===== src/rtl/ar_read_arbiter_pkg.sv =====
// Shared types and constants for the two-master AXI read-address arbiter.
package ar_read_arbiter_pkg;

  localparam int unsigned LenW   = 4;
  localparam int unsigned SizeW  = 2;
  localparam int unsigned BurstW = 2;

  typedef enum logic [0:0] {
    ST_IDLE  = 1'b0,
    ST_ISSUE = 1'b1
  } ar_state_e;

  typedef struct packed {
    logic [LenW-1:0]   len;
    logic [SizeW-1:0]  size;
    logic [BurstW-1:0] burst;
  } ar_ctrl_t;

  // The master index occupies the top bit of the slave-side ID.
  function automatic int unsigned master_bit_pos(input int unsigned tag_bits);
    return tag_bits - 1;
  endfunction

endpackage


===== src/rtl/ar_read_arbiter_outstanding_counter.sv =====
// Per-master count of issued read bursts still awaiting their RLAST beat.
module outstanding_counter #(
  parameter int unsigned MaxOutstanding = 4
) (
  input  logic ACLK,
  input  logic ARESET,
  input  logic inc,
  input  logic dec,
  output logic at_limit
);

  localparam int unsigned CntW = $clog2(MaxOutstanding + 1);

  logic [CntW-1:0] count_q;

  // Simultaneous inc/dec cancel; both directions saturate.
  always_ff @(posedge ACLK) begin
    if (ARESET) begin
      count_q <= '0;
    end else if (inc && !dec && (count_q < CntW'(MaxOutstanding))) begin
      count_q <= count_q + CntW'(1);
    end else if (dec && !inc && (count_q != '0)) begin
      count_q <= count_q - CntW'(1);
    end
  end

  assign at_limit = (count_q >= CntW'(MaxOutstanding));

endmodule


===== src/rtl/ar_read_arbiter.sv =====
// Round-robin arbiter merging two AXI read masters onto one slave, with
// per-master outstanding-burst limiting and ID-based R-channel routing.
module ar_read_arbiter
  import ar_read_arbiter_pkg::*;
#(
  parameter int unsigned BusWidth       = 32,
  parameter int unsigned tagbits        = 2,
  parameter int unsigned MaxOutstanding = 4
) (
  input  logic                ACLK,
  input  logic                ARESET,
  input  logic                M0_ARVALID,
  output logic                M0_ARREADY,
  input  logic                M0_ARID,
  input  logic [BusWidth-1:0] M0_ARADDR,
  input  logic [LenW-1:0]     M0_ARLEN,
  input  logic [SizeW-1:0]    M0_ARSIZE,
  input  logic [BurstW-1:0]   M0_ARBURST,
  input  logic                M1_ARVALID,
  output logic                M1_ARREADY,
  input  logic                M1_ARID,
  input  logic [BusWidth-1:0] M1_ARADDR,
  input  logic [LenW-1:0]     M1_ARLEN,
  input  logic [SizeW-1:0]    M1_ARSIZE,
  input  logic [BurstW-1:0]   M1_ARBURST,
  output logic                S_ARVALID,
  input  logic                S_ARREADY,
  output logic [tagbits-1:0]  S_ARID,
  output logic [BusWidth-1:0] S_ARADDR,
  output logic [LenW-1:0]     S_ARLEN,
  output logic [SizeW-1:0]    S_ARSIZE,
  output logic [BurstW-1:0]   S_ARBURST,
  input  logic                S_RVALID,
  input  logic                S_RLAST,
  input  logic [tagbits-1:0]  S_RID,
  input  logic [BusWidth-1:0] S_RDATA,
  input  logic [1:0]          S_RRESP,
  output logic                S_RREADY,
  output logic                M0_RVALID,
  output logic                M0_RLAST,
  output logic                M0_RID,
  output logic [BusWidth-1:0] M0_RDATA,
  output logic [1:0]          M0_RRESP,
  input  logic                M0_RREADY,
  output logic                M1_RVALID,
  output logic                M1_RLAST,
  output logic                M1_RID,
  output logic [BusWidth-1:0] M1_RDATA,
  output logic [1:0]          M1_RRESP,
  input  logic                M1_RREADY
);

  localparam int unsigned MBit = master_bit_pos(tagbits);

  ar_state_e             state_q, state_d;
  logic                  last_grant_q;
  logic [BusWidth-1:0]   addr_q;
  ar_ctrl_t              ctrl_q;
  logic [tagbits-1:0]    id_q, id_d;
  logic                  at_limit0, at_limit1;
  logic                  elig0_c, elig1_c, grant0_c, grant1_c;
  logic                  issue_done_c, r_sel_c, r_last_hs_c;

  assign elig0_c      = M0_ARVALID && !at_limit0;
  assign elig1_c      = M1_ARVALID && !at_limit1;
  assign grant0_c     = elig0_c && (!elig1_c || last_grant_q);
  assign grant1_c     = elig1_c && (!elig0_c || !last_grant_q);
  assign issue_done_c = (state_q == ST_ISSUE) && S_ARREADY;

  // State register
  always_ff @(posedge ACLK) begin
    if (ARESET) state_q <= ST_IDLE;
    else        state_q <= state_d;
  end

  // Next-state logic
  always_comb begin
    state_d = state_q;
    case (state_q)
      ST_IDLE:  if (grant0_c || grant1_c) state_d = ST_ISSUE;
      ST_ISSUE: if (S_ARREADY)            state_d = ST_IDLE;
      default:  state_d = ST_IDLE;
    endcase
  end

  // Output logic
  always_comb begin
    M0_ARREADY = 1'b0;
    M1_ARREADY = 1'b0;
    S_ARVALID  = 1'b0;
    if (!ARESET) begin
      if (state_q == ST_IDLE) begin
        M0_ARREADY = grant0_c;
        M1_ARREADY = grant1_c;
      end
      S_ARVALID = (state_q == ST_ISSUE);
    end
  end

  always_comb begin
    id_d       = '0;
    id_d[MBit] = grant1_c;
    id_d[0]    = grant1_c ? M1_ARID : M0_ARID;
  end

  // Captured address-channel fields, held until the slave accepts them.
  always_ff @(posedge ACLK) begin
    if (ARESET) begin
      addr_q       <= '0;
      ctrl_q       <= '0;
      id_q         <= '0;
      last_grant_q <= 1'b1;
    end else begin
      if ((state_q == ST_IDLE) && (grant0_c || grant1_c)) begin
        addr_q <= grant1_c ? M1_ARADDR : M0_ARADDR;
        ctrl_q <= grant1_c ? ar_ctrl_t'({M1_ARLEN, M1_ARSIZE, M1_ARBURST})
                           : ar_ctrl_t'({M0_ARLEN, M0_ARSIZE, M0_ARBURST});
        id_q   <= id_d;
      end
      if (issue_done_c) last_grant_q <= id_q[MBit];
    end
  end

  assign S_ARID    = id_q;
  assign S_ARADDR  = addr_q;
  assign S_ARLEN   = ctrl_q.len;
  assign S_ARSIZE  = ctrl_q.size;
  assign S_ARBURST = ctrl_q.burst;

  // R channel steered by the master bit of the returning ID.
  assign r_sel_c     = S_RID[MBit];
  assign M0_RVALID   = S_RVALID && !r_sel_c;
  assign M1_RVALID   = S_RVALID && r_sel_c;
  assign M0_RID      = S_RID[0];
  assign M1_RID      = S_RID[0];
  assign M0_RDATA    = S_RDATA;
  assign M1_RDATA    = S_RDATA;
  assign M0_RRESP    = S_RRESP;
  assign M1_RRESP    = S_RRESP;
  assign M0_RLAST    = S_RLAST;
  assign M1_RLAST    = S_RLAST;
  assign S_RREADY    = r_sel_c ? M1_RREADY : M0_RREADY;
  assign r_last_hs_c = S_RVALID && S_RREADY && S_RLAST;

  outstanding_counter #(.MaxOutstanding(MaxOutstanding)) u_cnt0 (
    .ACLK     (ACLK),
    .ARESET   (ARESET),
    .inc      (issue_done_c && !id_q[MBit]),
    .dec      (r_last_hs_c && !r_sel_c),
    .at_limit (at_limit0)
  );

  outstanding_counter #(.MaxOutstanding(MaxOutstanding)) u_cnt1 (
    .ACLK     (ACLK),
    .ARESET   (ARESET),
    .inc      (issue_done_c && id_q[MBit]),
    .dec      (r_last_hs_c && r_sel_c),
    .at_limit (at_limit1)
  );

endmodule


===== config.mk =====
export PLATFORM = sky130hd
export DESIGN_NAME = ar_read_arbiter
export DESIGN_NICKNAME = d
export VERILOG_FILES = /design/src/rtl/ar_read_arbiter_pkg.sv /design/src/rtl/ar_read_arbiter_outstanding_counter.sv /design/src/rtl/ar_read_arbiter.sv
export SDC_FILE = /design/constraint.sdc
export NUM_CORES = 1
export LEC_CHECK = 0
export BUFFER_PORTS_ARGS = -buffer_cell sky130_fd_sc_hd__clkbuf_2
export CORE_MARGIN = 2
export CORE_UTILIZATION = 44
export DETAILED_ROUTE_END_ITERATION = 10
export HOLD_SLACK_MARGIN = 0.15
export PLACE_DENSITY = 0.91
export SYNTH_ARGS = -nofsm -noshare
export SYNTH_HDL_FRONTEND = slang
export SYNTH_HIERARCHICAL = 1
export SYNTH_SLANG_ARGS = --single-unit

===== constraint.sdc =====
create_clock -name ACLK -period 2.78 [get_ports ACLK]
set_input_delay 0.278 -clock ACLK [delete_from_list [all_inputs] [get_ports ACLK]]
set_output_delay 0.278 -clock ACLK [all_outputs]
set_load 0.03 [all_outputs]

==> results of run 1 <==
state kept, by name, summed over array words and instances (netlist names):
name	flops
u_cnt1/count_q	3
u_cnt0/count_q	3
S_ARBURST	2
S_ARADDR	32
state_q	1
S_ARLEN	4
S_ARSIZE	2
last_grant_q	1
S_ARID	2
how the worst max path moves through the flow:
stage,from,end,cells after the start
floorplan,state_q,u_cnt0/count_q[2],10
global placement,u_cnt1/count_q[2],S_ARBURST[0],4
detailed placement,u_cnt1/count_q[2],S_ARBURST[0],4
finish,u_cnt1/count_q[2],S_ARBURST[0],4
CTS,u_cnt1/count_q[2],S_ARBURST[0],4
global route,u_cnt1/count_q[2],S_ARBURST[0],4
placed cells by master (no fill, tap or decap), types with 3 or more instances in the layout:
cell type / count
or3_1: 4
nor2b_1: 4
and3b_1: 42
nand2_1: 6
a221oi_2: 40
dfxtp_1: 49
inv_1: 43
buf_4: 8
o21ai_0: 45
a221oi_1: 44
clkbuf_8: 5
nor2_1: 5
a21oi_1: 3
clkbuf_2: 141
nand2b_1: 6
report_power, final:
group	internal (mW)	total (mW)	switching, mW
combinational	0.330	0.904	0.575
clock	0.174	0.415	0.241
sequential	0.809	0.867	0.0580
cell families (layout without fill, tap and decap cells):
family	count (synthesis)	count (layout)	share of synthesized area, %
adders and majority gates	2	2	1.026
and+or+nand+nor	83	83	15.87
DFF	50	50	25.65
AOI/OAI and AO/OA	142	142	33.60
buffers and inverters	161	200	23.85
critical path, delay by kind of cell, from the launching register on:
family	cells	cell delay [ns]
AOI/OAI and AO/OA	2	0.82
buffers and inverters	1	0.28
DFF	1	0.74
and+or+nand+nor	1	0.26
final cells by class:
class | instances | area (µm²) | share of cell area [%]
clock buffers | 7 | 76.32 | 1.845
inverters | 43 | 161.4 | 3.902
multi-input cells | 227 | 1976 | 47.76
flip-flops and latches | 50 | 1002 | 24.23
well taps | 108 | 135.1 | 3.267
repair buffers | 150 | 785.8 | 19.00
cells in the mapped netlist:
library cell / n / area [µm²]
dlygate4sd1_1: 2 / 17.52
o21ai_0: 45 / 225.2
buf_6: 5 / 56.30
a211oi_1: 2 / 15.01
a31oi_1: 1 / 6.260
or4b_1: 2 / 20.02
o21a_1: 2 / 15.01
buf_2: 7 / 35.03
nor3b_1: 1 / 7.510
fa_1: 2 / 40.04
a221oi_2: 40 / 600.6
nor3_1: 2 / 10.01
a21o_4: 1 / 15.01
and3b_1: 42 / 367.9
or3_1: 4 / 25.02
and2b_1: 2 / 15.01
buf_4: 72 / 540.5
o31ai_1: 1 / 7.510
nand3b_1: 1 / 7.510
and2_1: 1 / 6.260
nor3b_2: 2 / 25.02
inv_1: 43 / 161.4
dfxtp_1: 50 / 1001
a21oi_1: 3 / 15.01
and3_1: 1 / 6.260
nor2b_1: 4 / 25.02
clkbuf_1: 32 / 120.1
or2_2: 2 / 12.51
nand2b_1: 8 / 50.05
nand2_1: 6 / 22.52
a211o_1: 1 / 8.760
nor2_1: 5 / 18.77
a2bb2oi_1: 2 / 17.52
a221oi_1: 44 / 385.4
per-layer routing:
| metal | global-route usage (%) | up-vias | part of all wire [%] |
|---|---|---|---|
| met5 | 0 | - | 0 |
| met4 | 8.535 | 0 | 2.2 |
| met3 | 3.436 | 28 | 6.7 |
| met2 | 36.83 | 143 | 52 |
| met1 | 24.04 | 1629 | 39 |
| li1 | - | 1621 | - |
==> impl_metrics.tcl, run 1 <==
set metrics [dict create \
    fin_skew_ns 0.006410 \
    hold-path-cell-count 3 \
    clockBufferDepth 2 \
    htreeDepth 2 \
    rr_worst_depth 4 \
    rsz0062_at_grt "false" \
    cts_tree "yes" \
    fp.dieW_um 98.18 \
    drt-pass1-iter-count 4 \
    status "finished, final reports clean" \
    synth_nets 567 \
    reg2reg_slack_ns 0.51 \
    synth_area_per_cell_um2 8.910 \
    area_growth_pct 5.996 \
    cp-start-kind "flop" \
    numCtsBuffers 5 \
    grt_usage_pct 20.48 \
    final_net_count 606 \
    path_clk_slew_ns 0.09 \
    irDropWorstVdd_mv 0.2985 \
    grt_first_pass_wirelength_um 16530 \
    rr_startpoint "u_cnt1/count_q[2]" \
    overflow 0 \
    drt_iter0_drc 189 \
    powerDensity_nw_per_um2 528.6 \
    diodes 0 \
    arrival_ns 2.42 \
    cts_resized 0 \
    setup_tns_ns 0 \
    grt_pass1_vias 3373 \
    required_ns 2.93 \
    min_from "M0_ARADDR[6]" \
    insertion_delay_ns 0.30 \
    die-area_um2 9638 \
    routabilityCongestion 0.8027 \
    place_hpwl_um 7134 \
    antenna_found_initial 0 \
    cp_slowest_cell "dfxtp_1" \
    tightest_slew_ns 0.7292 \
    yosys_warnings 6 \
    drc_errors 0 \
    grt_max_degree 59 \
    post-route-util_pct 47.66 \
    cts_num_sinks 50 \
    drv_slew 0 \
    via_count 3421 \
    leakage_nw 1.849 \
    clockRootBuffer "clkbuf_8" \
    max-slew-margin-rel_pct 51.24 \
    synth-seq-cells 50 \
    place_inst 578 \
    setup_viol 0 \
    routed_wl_um 10340 \
    postCtsSetupRepairBufs 0 \
    crit_chain "nand2b_2 > buf_4 > a21o_4 > a221oi_1" \
    die_h_um 98.18 \
    fmax_mhz 441.1 \
    yosysUniqueCellTypes 34 \
    dp_slack_ns 0.5221 \
    synth_cells 438 \
    place_area_um2 4060 \
    via_per_inst 5.848 \
    fin_cells 585 \
    fin_total_pwr_mw 2.187 \
    min_period_ns 2.267 \
    cp_max_fo 41 \
    fill_cells 830 \
    worst_slack_ns 0.5127 \
    port_buffers 141 \
    hold_viol 0 \
    synth_area_um2 3902 \
    synth_seq_area_share_pct 25.65 \
    timing.final.crit_share_pct 81.56 \
    design_area_um2 4136 \
    drv_cap 0 \
    hold_ws_ns 0.2370 \
    hp-class "input port to flop" \
    end_kind "flop" \
    critPathKind "flop to flop" \
    post_drt_wl_per_cell_um 17.67 \
    min_to "S_ARADDR[6]" \
    start_util_pct 44.97 \
    postCtsHoldBufs 0 \
    reg2reg_to "S_ARBURST[0]" \
    drive_gt1_share_pct 42.56 \
    fp.coreArea_um2 8678 \
    io_pins 247 \
    crit_path_max_incr_delay_ns 0.74 \
    ant_nets 0 \
    rows 34 \
]
(Power assumes the default switching activity.)
==> run 2, diff against run 1 <==
- CORE_UTILIZATION: 44 -> 39
- PLACE_DENSITY: 0.91 -> 0.86
- clock period: 2.78 -> 1.9 ns (I/O delays scaled with it)
==> run 2 against run 1 <==
Against the previous run:
- wire length grew 10%
- sequential power grew 46%
- total power grew 53%
- count of clock-buffer cells in the layout is the same
- setup slack lost 0.47 ns
- combinational power grew 57%
- design area grew 10%
- register-to-register slack lost 0.47 ns
- sequential cell count is the same
==> impl_metrics.tcl, run 2 (same netlist as run 1, synthesis figures left out) <==
set metrics [dict create \
    rsz0062_at_grt "true" \
    clockRootBuffer "clkbuf_8" \
    grt_first_pass_wirelength_um 18240 \
    post_drt_wl_per_cell_um 17.82 \
    crit_start "state_q" \
    die-area_um2 10820 \
    insertion_delay_ns 0.30 \
    cp_max_fo 4 \
    reg2reg_to "u_cnt1/count_q[2]" \
    critical_path_buf_inv_count 1 \
    routabilityCongestion 0.7860 \
    drt-pass1-iter-count 7 \
    hold_viol 0 \
    drc_errors 0 \
    crit_end "u_cnt1/count_q[2]" \
    fin_total_pwr_mw 3.344 \
    port_buffers 141 \
    required_ns 2.12 \
    crit_chain "and3_4 > nor3b_4 > inv_2 > fa_2 > or2_4 > a2bb2oi_2 > a221oi_2" \
    crit_path_max_incr_delay_ns 0.39 \
    path_clk_slew_ns 0.10 \
    via_count 3688 \
    post-route-util_pct 46.75 \
    timing.final.crit_share_pct 97.93 \
    multiInputGateArea_um2 2054 \
    fp.dieW_um 104.0 \
    grt_max_degree 47 \
    grt_usage_pct 20.20 \
    routed_wl_um 11420 \
    final_net_count 637 \
    overflow 0 \
    end_kind "flop" \
    critPathKind "flop to flop" \
    cts_num_sinks 50 \
    htreeDepth 2 \
    ant_nets 0 \
    drv_slew 0 \
    rows 36 \
    final_common_cell "clkbuf_2" \
    cp_slowest_cell "dfxtp_4" \
    drv_cap 0 \
    leakage_nw 1.999 \
    arrival_ns 2.08 \
    drt_iter0_drc 217 \
    largest_reg_flops 32 \
    diodes 0 \
    fp.coreArea_um2 9729 \
    die_h_um 104.0 \
    place_inst 611 \
    min_from "M0_ARADDR[3]" \
    grt_pass1_vias 3838 \
    rr_worst_depth 7 \
    drive_gt1_share_pct 45.47 \
    io_pins 247 \
    via_per_inst 5.754 \
    hp-class "input port to flop" \
    min_period_ns 1.861 \
    max-slew-margin-rel_pct 50.37 \
    powerDensity_nw_per_um2 735.3 \
    antenna_found_initial 0 \
    path_delay_family "simple AND/OR/NAND/NOR gates" \
    status "finished, final reports clean" \
    numCtsBuffers 5 \
    tightest_slew_ns 0.7445 \
    fmax_mhz 537.4 \
    fin_cells 641 \
    fill_cells 952 \
    regArea_um2 1011 \
    reg2reg_slack_ns 0.04 \
    start_util_pct 40.11 \
    area_growth_pct 16.54 \
    cp-start-kind "flop" \
    place_hpwl_um 7485 \
    clockBufferDepth 2 \
    rr_startpoint "state_q" \
    irDropWorstVdd_mv 0.3595 \
    path_depth 7 \
    fin_skew_ns 0.008256 \
    cts_tree "yes" \
    mostFrequentLayoutCells "clkbuf_2 (139), dfxtp_1 (46), o21ai_0 (45)" \
    setup_viol 0 \
]
==> run 2: cell count changes in the layout (fill, tap and decap cells not counted), sizes merged <==
cell,previous run,this run
buf,9,21
clkbuf,148,147
dlygate4sd3,0,20
==> run 2: layout make-up <==
class	instances	area share [%]
Timing Repair Buffer	181	23.49
Inverter	43	3.549
Sequential cell	50	22.23
Clock buffer	7	1.898
Tap cell	133	3.659
Multi-Input combinational cell	227	45.17
==> run 2: worst register-to-register path, delay by kind of cell, from the launching register on <==
family / cells / cell delay, ns
adder cells (fa/ha/maj): 1 / 0.36
flip-flops: 1 / 0.39
buffers and inverters: 1 / 0.06
AND/OR/NAND/NOR: 3 / 0.62
AO/OA/AOI/OAI: 2 / 0.35
==> run 2: through the flow <==
step	instance area [µm²]	worst slack [ns]	setup TNS (ns)	hold WS [ns]
finish	4548	0.03935	0	0.1537
global route	4548	-0.04670	-0.09887	0.1540
CTS	4503	0.003460	0	0.1506
detailed placement	4188	-0.03337	-0.03337	0.3803
global placement	4188	0.08403	0	0.3803
floorplan	3965	-0.1593	-0.2567	0.2668
==> run 2: metal layers <==
metal	up-vias	track usage [%]	wire, µm
li1	1687	-	-
met1	1779	22.59	4661
met2	166	36.37	5699
met3	56	3.697	631
met4	0	10.52	427
met5	-	0	0
==> run 2: report_power, final <==
part	internal (mW)	leakage, nW	total, mW	switching, mW
Sequential	1.18	0.417	1.27	0.0823
Clock	0.291	0.0443	0.653	0.363
Combinational	0.539	1.54	1.42	0.885
==> run 2: repair_timing <==
action / CTS / global route
hold buffers: 20 / 0
gates resized for setup: 7 / 9
endpoints found under the setup margin: 4 / 4
pin swaps: 6 / 4
setup buffers: 2 / 1
hold endpoints to repair: 20 / 0
==> run 2: how the worst min path moves through the flow <==
| stage | to | slack, ns | cells past startpoint |
|---|---|---|---|
| after global routing | S_ARLEN[3] | 0.15 | 3 |
| after floorplan | u_cnt0/count_q[0] | 0.27 | 1 |
| final | S_ARADDR[3] | 0.15 | 3 |
| after CTS | S_ARADDR[29] | 0.15 | 3 |
| after global placement | M0_RDATA[14] | 0.38 | 0 |
| after detailed placement | M0_RDATA[14] | 0.38 | 0 |
